[config.mk]
export PLATFORM = sky130hd
export DESIGN_NAME = vga_scan_ctrl
export DESIGN_NICKNAME = d
export VERILOG_FILES = /design/src/rtl/vga_scan_ctrl.sv
export SDC_FILE = /design/constraint.sdc
export NUM_CORES = 1
export LEC_CHECK = 0
export CAP_MARGIN = 20
export CORE_MARGIN = 3
export CORE_UTILIZATION = 48
export CTS_CLUSTER_SIZE = 20
export DETAILED_ROUTE_END_ITERATION = 7
export GPL_TIMING_DRIVEN = 0
export PLACE_DENSITY = 0.77
export SLEW_MARGIN = 15
export SYNTH_ARGS = -nofsm -noshare
export SYNTH_HDL_FRONTEND = slang
export SYNTH_SLANG_ARGS = --single-unit
[constraint.sdc]
create_clock -name clk -period 4.35 [get_ports clk]
set_clock_uncertainty 0.1 [all_clocks]
set_input_delay 1.305 -clock clk [delete_from_list [all_inputs] [get_ports clk]]
set_output_delay 1.305 -clock clk [all_outputs]
set_load 0.01 [all_outputs]
[src/rtl/vga_scan_ctrl.sv]
// VGA scan controller: raster counters, scaled memory addressing, bank cycling
// and a two-stage output pipeline aligned with a one-clock-latency video memory.
module vga_scan_ctrl #(
  parameter int WIDTH        = 10,
  parameter int HEIGHT       = 20,
  parameter int H_VISIBLE    = 800,
  parameter int H_FRONT      = 40,
  parameter int H_SYNC       = 128,
  parameter int WHOLE_LINE   = 1056,
  parameter int V_VISIBLE    = 600,
  parameter int V_FRONT      = 1,
  parameter int V_SYNC       = 4,
  parameter int WHOLE_FRAME  = 628,
  parameter int SCALE        = 4,
  parameter int FRAME_REPEAT = 2,
  parameter int NUM_BANKS    = 16,
  localparam int X_ADDRW     = $clog2(WIDTH),
  localparam int Y_ADDRW     = $clog2(HEIGHT)
) (
  input  logic               clk,
  input  logic               reset,
  input  logic               pixel_color,
  output logic [X_ADDRW-1:0] x_pos,
  output logic [Y_ADDRW-1:0] y_pos,
  output logic [3:0]         bank_counter,
  output logic               hsync,
  output logic               vsync,
  output logic               video_on,
  output logic [3:0]         vga_r,
  output logic [3:0]         vga_g,
  output logic [3:0]         vga_b,
  output logic               frame_start
);

  localparam int HW = $clog2(WHOLE_LINE + 1);
  localparam int VW = $clog2(WHOLE_FRAME + 1);
  localparam int SW = $clog2(SCALE + 1);
  localparam int FW = $clog2(FRAME_REPEAT + 1);

  localparam logic [HW-1:0] H_LAST  = HW'(WHOLE_LINE - 1);
  localparam logic [HW-1:0] H_VIS   = HW'(H_VISIBLE);
  localparam logic [HW-1:0] HS_BEG  = HW'(H_VISIBLE + H_FRONT);
  localparam logic [HW-1:0] HS_END  = HW'(H_VISIBLE + H_FRONT + H_SYNC);
  localparam logic [HW-1:0] H_IMG   = HW'(WIDTH * SCALE);
  localparam logic [VW-1:0] V_LAST  = VW'(WHOLE_FRAME - 1);
  localparam logic [VW-1:0] V_VIS   = VW'(V_VISIBLE);
  localparam logic [VW-1:0] VS_BEG  = VW'(V_VISIBLE + V_FRONT);
  localparam logic [VW-1:0] VS_END  = VW'(V_VISIBLE + V_FRONT + V_SYNC);
  localparam logic [VW-1:0] V_IMG   = VW'(HEIGHT * SCALE);
  localparam logic [SW-1:0] S_LAST  = SW'(SCALE - 1);
  localparam logic [FW-1:0] F_LAST  = FW'(FRAME_REPEAT - 1);
  localparam logic [3:0]    B_LAST  = 4'(NUM_BANKS - 1);
  localparam logic [X_ADDRW-1:0] X_LAST = X_ADDRW'(WIDTH - 1);
  localparam logic [Y_ADDRW-1:0] Y_LAST = Y_ADDRW'(HEIGHT - 1);

  if ((WIDTH * SCALE > H_VISIBLE) || (HEIGHT * SCALE > V_VISIBLE) ||
      (NUM_BANKS > 16) || (NUM_BANKS < 1)) begin : g_bad_params
    $error("vga_scan_ctrl: image does not fit visible area or NUM_BANKS out of 1..16");
  end

  logic [HW-1:0] h_cnt_r;
  logic [VW-1:0] v_cnt_r;
  logic [SW-1:0] x_sub_r;
  logic [SW-1:0] y_sub_r;
  logic [FW-1:0] frame_cnt_r;
  logic          h_wrap_s, v_wrap_s;
  logic          hsync_s, vsync_s, video_s, image_s, start_s;
  logic          hsync_d1_r, vsync_d1_r, video_d1_r, image_d1_r, start_d1_r;

  // Raw timing decode from the current counter position.
  always_comb begin
    h_wrap_s = (h_cnt_r == H_LAST);
    v_wrap_s = (v_cnt_r == V_LAST);
    hsync_s  = (h_cnt_r >= HS_BEG) && (h_cnt_r < HS_END);
    vsync_s  = (v_cnt_r >= VS_BEG) && (v_cnt_r < VS_END);
    video_s  = (h_cnt_r < H_VIS) && (v_cnt_r < V_VIS);
    image_s  = (h_cnt_r < H_IMG) && (v_cnt_r < V_IMG);
    start_s  = (h_cnt_r == HW'(0)) && (v_cnt_r == VW'(0));
  end

  // Raster counters, replicated addresses and frame/bank sequencing; the
  // address registers move in lockstep so x_pos/y_pos always match h/v.
  always_ff @(posedge clk or posedge reset) begin
    if (reset) begin
      h_cnt_r      <= HW'(0);
      v_cnt_r      <= VW'(0);
      x_sub_r      <= SW'(0);
      y_sub_r      <= SW'(0);
      x_pos        <= X_ADDRW'(0);
      y_pos        <= Y_ADDRW'(0);
      frame_cnt_r  <= FW'(0);
      bank_counter <= 4'h0;
    end else if (h_wrap_s) begin
      h_cnt_r <= HW'(0);
      x_sub_r <= SW'(0);
      x_pos   <= X_ADDRW'(0);
      if (v_wrap_s) begin
        v_cnt_r <= VW'(0);
        y_sub_r <= SW'(0);
        y_pos   <= Y_ADDRW'(0);
        if (frame_cnt_r == F_LAST) begin
          frame_cnt_r  <= FW'(0);
          bank_counter <= (bank_counter == B_LAST) ? 4'h0 : bank_counter + 4'h1;
        end else begin
          frame_cnt_r <= frame_cnt_r + FW'(1);
        end
      end else begin
        v_cnt_r <= v_cnt_r + VW'(1);
        if (y_sub_r == S_LAST) begin
          y_sub_r <= SW'(0);
          y_pos   <= (y_pos == Y_LAST) ? y_pos : y_pos + Y_ADDRW'(1);
        end else begin
          y_sub_r <= y_sub_r + SW'(1);
        end
      end
    end else begin
      h_cnt_r <= h_cnt_r + HW'(1);
      if (x_sub_r == S_LAST) begin
        x_sub_r <= SW'(0);
        x_pos   <= (x_pos == X_LAST) ? x_pos : x_pos + X_ADDRW'(1);
      end else begin
        x_sub_r <= x_sub_r + SW'(1);
      end
    end
  end

  // Stage 1: hold timing flags while the memory read is in flight.
  always_ff @(posedge clk or posedge reset) begin
    if (reset) begin
      hsync_d1_r <= 1'b0;
      vsync_d1_r <= 1'b0;
      video_d1_r <= 1'b0;
      image_d1_r <= 1'b0;
      start_d1_r <= 1'b0;
    end else begin
      hsync_d1_r <= hsync_s;
      vsync_d1_r <= vsync_s;
      video_d1_r <= video_s;
      image_d1_r <= image_s;
      start_d1_r <= start_s;
    end
  end

  // Stage 2: registered outputs, colour merged with the returned pixel.
  always_ff @(posedge clk or posedge reset) begin
    if (reset) begin
      hsync       <= 1'b0;
      vsync       <= 1'b0;
      video_on    <= 1'b0;
      frame_start <= 1'b0;
      vga_r       <= 4'h0;
      vga_g       <= 4'h0;
      vga_b       <= 4'h0;
    end else begin
      hsync       <= hsync_d1_r;
      vsync       <= vsync_d1_r;
      video_on    <= video_d1_r;
      frame_start <= start_d1_r;
      vga_r       <= (video_d1_r && image_d1_r && pixel_color) ? 4'hF : 4'h0;
      vga_g       <= (video_d1_r && image_d1_r && pixel_color) ? 4'hF : 4'h0;
      vga_b       <= (video_d1_r && image_d1_r && pixel_color) ? 4'hF : 4'h0;
    end
  end

endmodule

==> metrics list, run 1 <==
- The run finished with clean final reports.
* GR Overflow Total: 0
- The number of hold buffers added after CTS was 0.
- The worst setup path is launched from a register.
- The share of total power dissipated in combinational logic is 0.017.
- At the pin with the least slew margin, the transition time is between 0.4 and 0.5 ns.
- The biggest area contributor in the post-synthesis netlist is sky130_fd_sc_hd__dfrtp_1.
- Endpoint class of the critical path: output port
- On the critical path the largest part of the delay comes from buffers and inverters.
- For this configuration, the core starts out at a cell density of 0.5010.
- In the final layout, the share of cells above drive strength 1 is 0.1065.
* Final weighted congestion in routability-driven placement: 0.8427
- Maximum vdd drop: roughly 140 uV
* Simple logic cell fraction of the synthesized area: 0.2167
- Dominant combinational cell family by area after synthesis: simple AND/OR/NAND/NOR gates
- Overall power of the completed layout: between 0.0007 and 0.0008 W
* Antenna-violating nets left: 0
- The first routing iteration left about 140 violations.
- Worst setup slack after placement: 1.707 ns
- Average routed wire per standard cell: ~14 um
* Die outline height: 79.24 um
- CP cell instances: buf_4, clkdlybuf4s50_1
- In this run the power density over the cells is around 250 mW/mm^2.
* Worst path bufs/invs: 2
- Multiplexer share of the synthesized area: 0.01652
* Clock tree from TritonCTS: yes
* # diodes: 0
- The number of nets in the synthesized netlist is 265.
- The largest single stage delay on the critical path is 0.54 ns.
* Fmax: approximately 0.34 GHz
- Largest net degree at the start of global routing: 33
* Detailed-route via count: 1894
* Worst rel slew slack: 0.6908
- Total negative slack for setup checks: 0 ns
* Switching Fraction: 0.2033
- The share of total power dissipated in sequential elements is 0.624.
* Time the final worst path needs with I/O delays and setup: approximately 3.0 ns
- The most used flip-flop cell after synthesis is sky130_fd_sc_hd__dfrtp_1.
* Fin nets: 304
- Counting the fill cells in the layout gives between 400 and 500.
- In the post-synthesis netlist, the biggest area contributors are sky130_fd_sc_hd__dfrtp_1, sky130_fd_sc_hd__ha_1, sky130_fd_sc_hd__xor2_1, sky130_fd_sc_hd__buf_4, sky130_fd_sc_hd__nor2_1.
* Fraction of synthesized cell area taken by the top area cell type: 0.5053
- Yosys mapped a number of flops with a built-in enable equal to 0.
- On the critical path, the stage with the largest delay is an instance of sky130_fd_sc_hd__dfrtp_1.
- Detailed Place HPWL: between 3 and 4 mm
- Clock transition at the registers of the reported paths: roughly 0.09 ns
- In this run the static leakage power is around 1.4 nW.
- For this run, the total global-route usage over all layers was measured as 0.1749.
* Share of flip-flops with an asynchronous set or reset after synthesis: 1.000
- Maximum Capacitance Violations: 0
- The area growth from synthesis to layout is 19.73%.
* Count of cells resized by post-cts repair: 0
- Most frequent cells after synthesis: sky130_fd_sc_hd__dfrtp_1, sky130_fd_sc_hd__nor2_1, sky130_fd_sc_hd__nand2_1
- The longest clock path from root to sink contains 2 buffers.
- Wire length of the first global-routing pass: between 8 and 9 mm
- Endpoint arrival time on the critical path: between 1.5 and 2 ns
- Detailed-route DRC error count: 0
- Number of distinct standard cells referenced by the synthesized netlist: between 40 and 50
- The max-slew violation count is 0.
- The internal power of the cells totals slightly above 0.0006 W.
- In the finished design, the share of the clock period the worst path needs comes to 0.6792.
- Setup violations remaining at the end of the flow were counted as 0.
* Hold WC Path Type: register to register
- Post-synthesis cell area: between 0.002 and 0.003 mm^2
- The post-synthesis compound-gate area fraction is 0.07872.
- Ports: 32
* RSZ-0062 raised after global routing: false
* Number of CTS-inserted buffers: 5
* Input/output buffers: 31
* Antenna violations before repair: 0
* Iteration count of the initial detailed-routing pass: 4
* Number of global-route vias before repair: about 1900
* Adder-Cell Fraction of Synth Area: 0.05345
* Mean instance size in the synthesized netlist: 10.26 um^2
* Gate count of the mapped netlist: roughly 250
* Type of the worst setup path: register to output port
* Buffers inserted by post-CTS timing repair: 0
* Minimum hold slack: approximately 0.25 ns
- Of the total synthesized cell area, the portion taken by XOR and XNOR cells is 0.06122.
- Die Wd: a little under 80 um
- Required time at the endpoint of the critical path: 2.94 ns
* Most common cell in the netlist: sky130_fd_sc_hd__dfrtp_1
- Clock network latency to the later pin of the worst-skew pair: approximately 0.31 ns
- Number of clock sinks seen by CTS: 52
- The share of total power dissipated in the clock network is 0.359.
* Synthesis warning total: 0
- Cell row count: 26
* Clock Tree Root: sky130_fd_sc_hd__clkbuf_8
- Counting flops and latches in the post-synthesis netlist gives 52.
- The final hold violation count is 0.
- Core Box Area: between 0.005 and 0.006 mm^2
- Drt total wl: a little under 5 mm
- The die covers ~0.0063 mm^2.
- Using the TritonRoute via totals, the vias-per-cell ratio works out to 5.247.
- Once routing completed, OpenROAD measured the worst setup slack at 1.396 ns.
- For this run, the register share of the synthesized area comes to 0.5053.
* H-tree lvl count: 2
- Largest driver fanout on the critical path: 12
* Net switching power: around 0.00016 W
## layout by cell type (no fill, tap or decap), types with 10 or more instances in the layout
master	synthesis	final
sky130_fd_sc_hd__nand2_1	17	17
sky130_fd_sc_hd__ha_1	11	11
sky130_fd_sc_hd__nand4_1	10	10
sky130_fd_sc_hd__nand3_1	11	11
sky130_fd_sc_hd__clkdlybuf4s50_1	0	31
sky130_fd_sc_hd__nor2_1	19	19
sky130_fd_sc_hd__buf_4	12	12
sky130_fd_sc_hd__inv_1	14	13
sky130_fd_sc_hd__xor2_1	12	12
sky130_fd_sc_hd__dfrtp_1	52	52
## per-stage QoR
| step | cells | area [um^2] | util |
|---|---|---|---|
| 2_1_floorplan | 251 | 2575 | - |
| 3_3_place_gp | 352 | 2973 | 0.5784 |
| 3_5_place_dp | 353 | 2993 | 0.5823 |
| 4_1_cts | 361 | 3083 | 0.5998 |
| 5_1_grt | 361 | 3083 | 0.5998 |
| 6_report | 361 | 3083 | 0.5998 |
## logic make-up after synthesis
group / after synthesis
adders and majority gates: 11
and+or+nand+nor: 100
AOI/OAI and AO/OA: 33
muxes: 4
buffers and inverters: 33
DFF: 52
xor gates and xnor gates: 18
## per-layer routing
layer | vias up | routed length (um) | share of wire | GRT usage
met3 | 5 | 203 | 0.041 | 0.03628
met2 | 44 | 2464 | 0.50 | 0.2896
li1 | 938 | - | - | -
met1 | 907 | 2233 | 0.45 | 0.2280
met5 | - | 0 | 0 | 0
met4 | 0 | 54 | 0.011 | 0.06014
## path summary, 6_finish.rpt
kind                                        start                   end  slack, ns  cells past startpoint
max                            vga_b[2]$_DFF_PP0_              vga_g[3]       1.40                      2
min                          vsync_d1_r$_DFF_PP0_       vsync$_DFF_PP0_       0.25                      0
max reg2reg                v_cnt_r[0]$_DFFE_PP0N_  y_pos[4]$_DFFE_PP0P_       2.24                      6
min reg2reg                  vsync_d1_r$_DFF_PP0_       vsync$_DFF_PP0_       0.25                      0
max in group asynchronous                   reset  x_pos[3]$_DFFE_PP0P_       2.40                      3
min in group asynchronous                   reset       vsync$_DFF_PP0_       1.23                      2
## registers in the layout, summed over array words and instances (netlist names), 2 cells and up
| signal | cells |
|---|---|
| h_cnt_r | 11 |
| y_sub_r | 3 |
| v_cnt_r | 10 |
| frame_cnt_r | 2 |
| x_sub_r | 3 |
| y_pos | 5 |
| x_pos | 4 |
| bank_counter | 4 |
## area by class of cell
class                           count  area, um^2  area share
Sequential cell                    52        1301      0.4221
Tap cell                           70       87.58     0.02841
Buffer                             19       122.6     0.03977
Inverter                           14       52.55     0.01705
Multi-Input combinational cell    166        1099      0.3563
Timing Repair Buffer               32       330.3      0.1071
Clock buffer                        8       90.09     0.02922
## power by group through the flow
| stage | logic, W | registers [W] | clock network, W |
|---|---|---|---|
| after detailed placement | 0.0000139 | 0.000493 | 0 |
| after global placement | 0.0000114 | 0.000493 | 0 |
| after floorplan | 0.00000707 | 0.000493 | 0 |
| after global routing | 0.0000156 | 0.000483 | 0.000308 |
| after CTS | 0.0000139 | 0.000483 | 0.000287 |
| final | 0.0000129 | 0.000483 | 0.000278 |
Power figures use the tool's default switching activity.
==> run 2, diff against run 1 <==
==> constraint.sdc (replaced) <==
create_clock -name clk -period 2.9 [get_ports clk]
set_clock_uncertainty 0.1 [all_clocks]
set_input_delay 0.87 -clock clk [delete_from_list [all_inputs] [get_ports clk]]
set_output_delay 0.87 -clock clk [all_outputs]
set_load 0.01 [all_outputs]
==> results of run 2 <==
The final DEF is identical to that of run 1. Status: finished clean.
Main changes from that run: setup slack after placement 1.707 ns -> 0.6921 ns; setup slack after layout 1.396 ns -> 0.3807 ns; register-to-register setup slack 2.24 ns -> 0.79 ns; total power 0.0007735 W -> 0.001160 W; worst IR drop on VDD 144.7 uV -> 217.0 uV
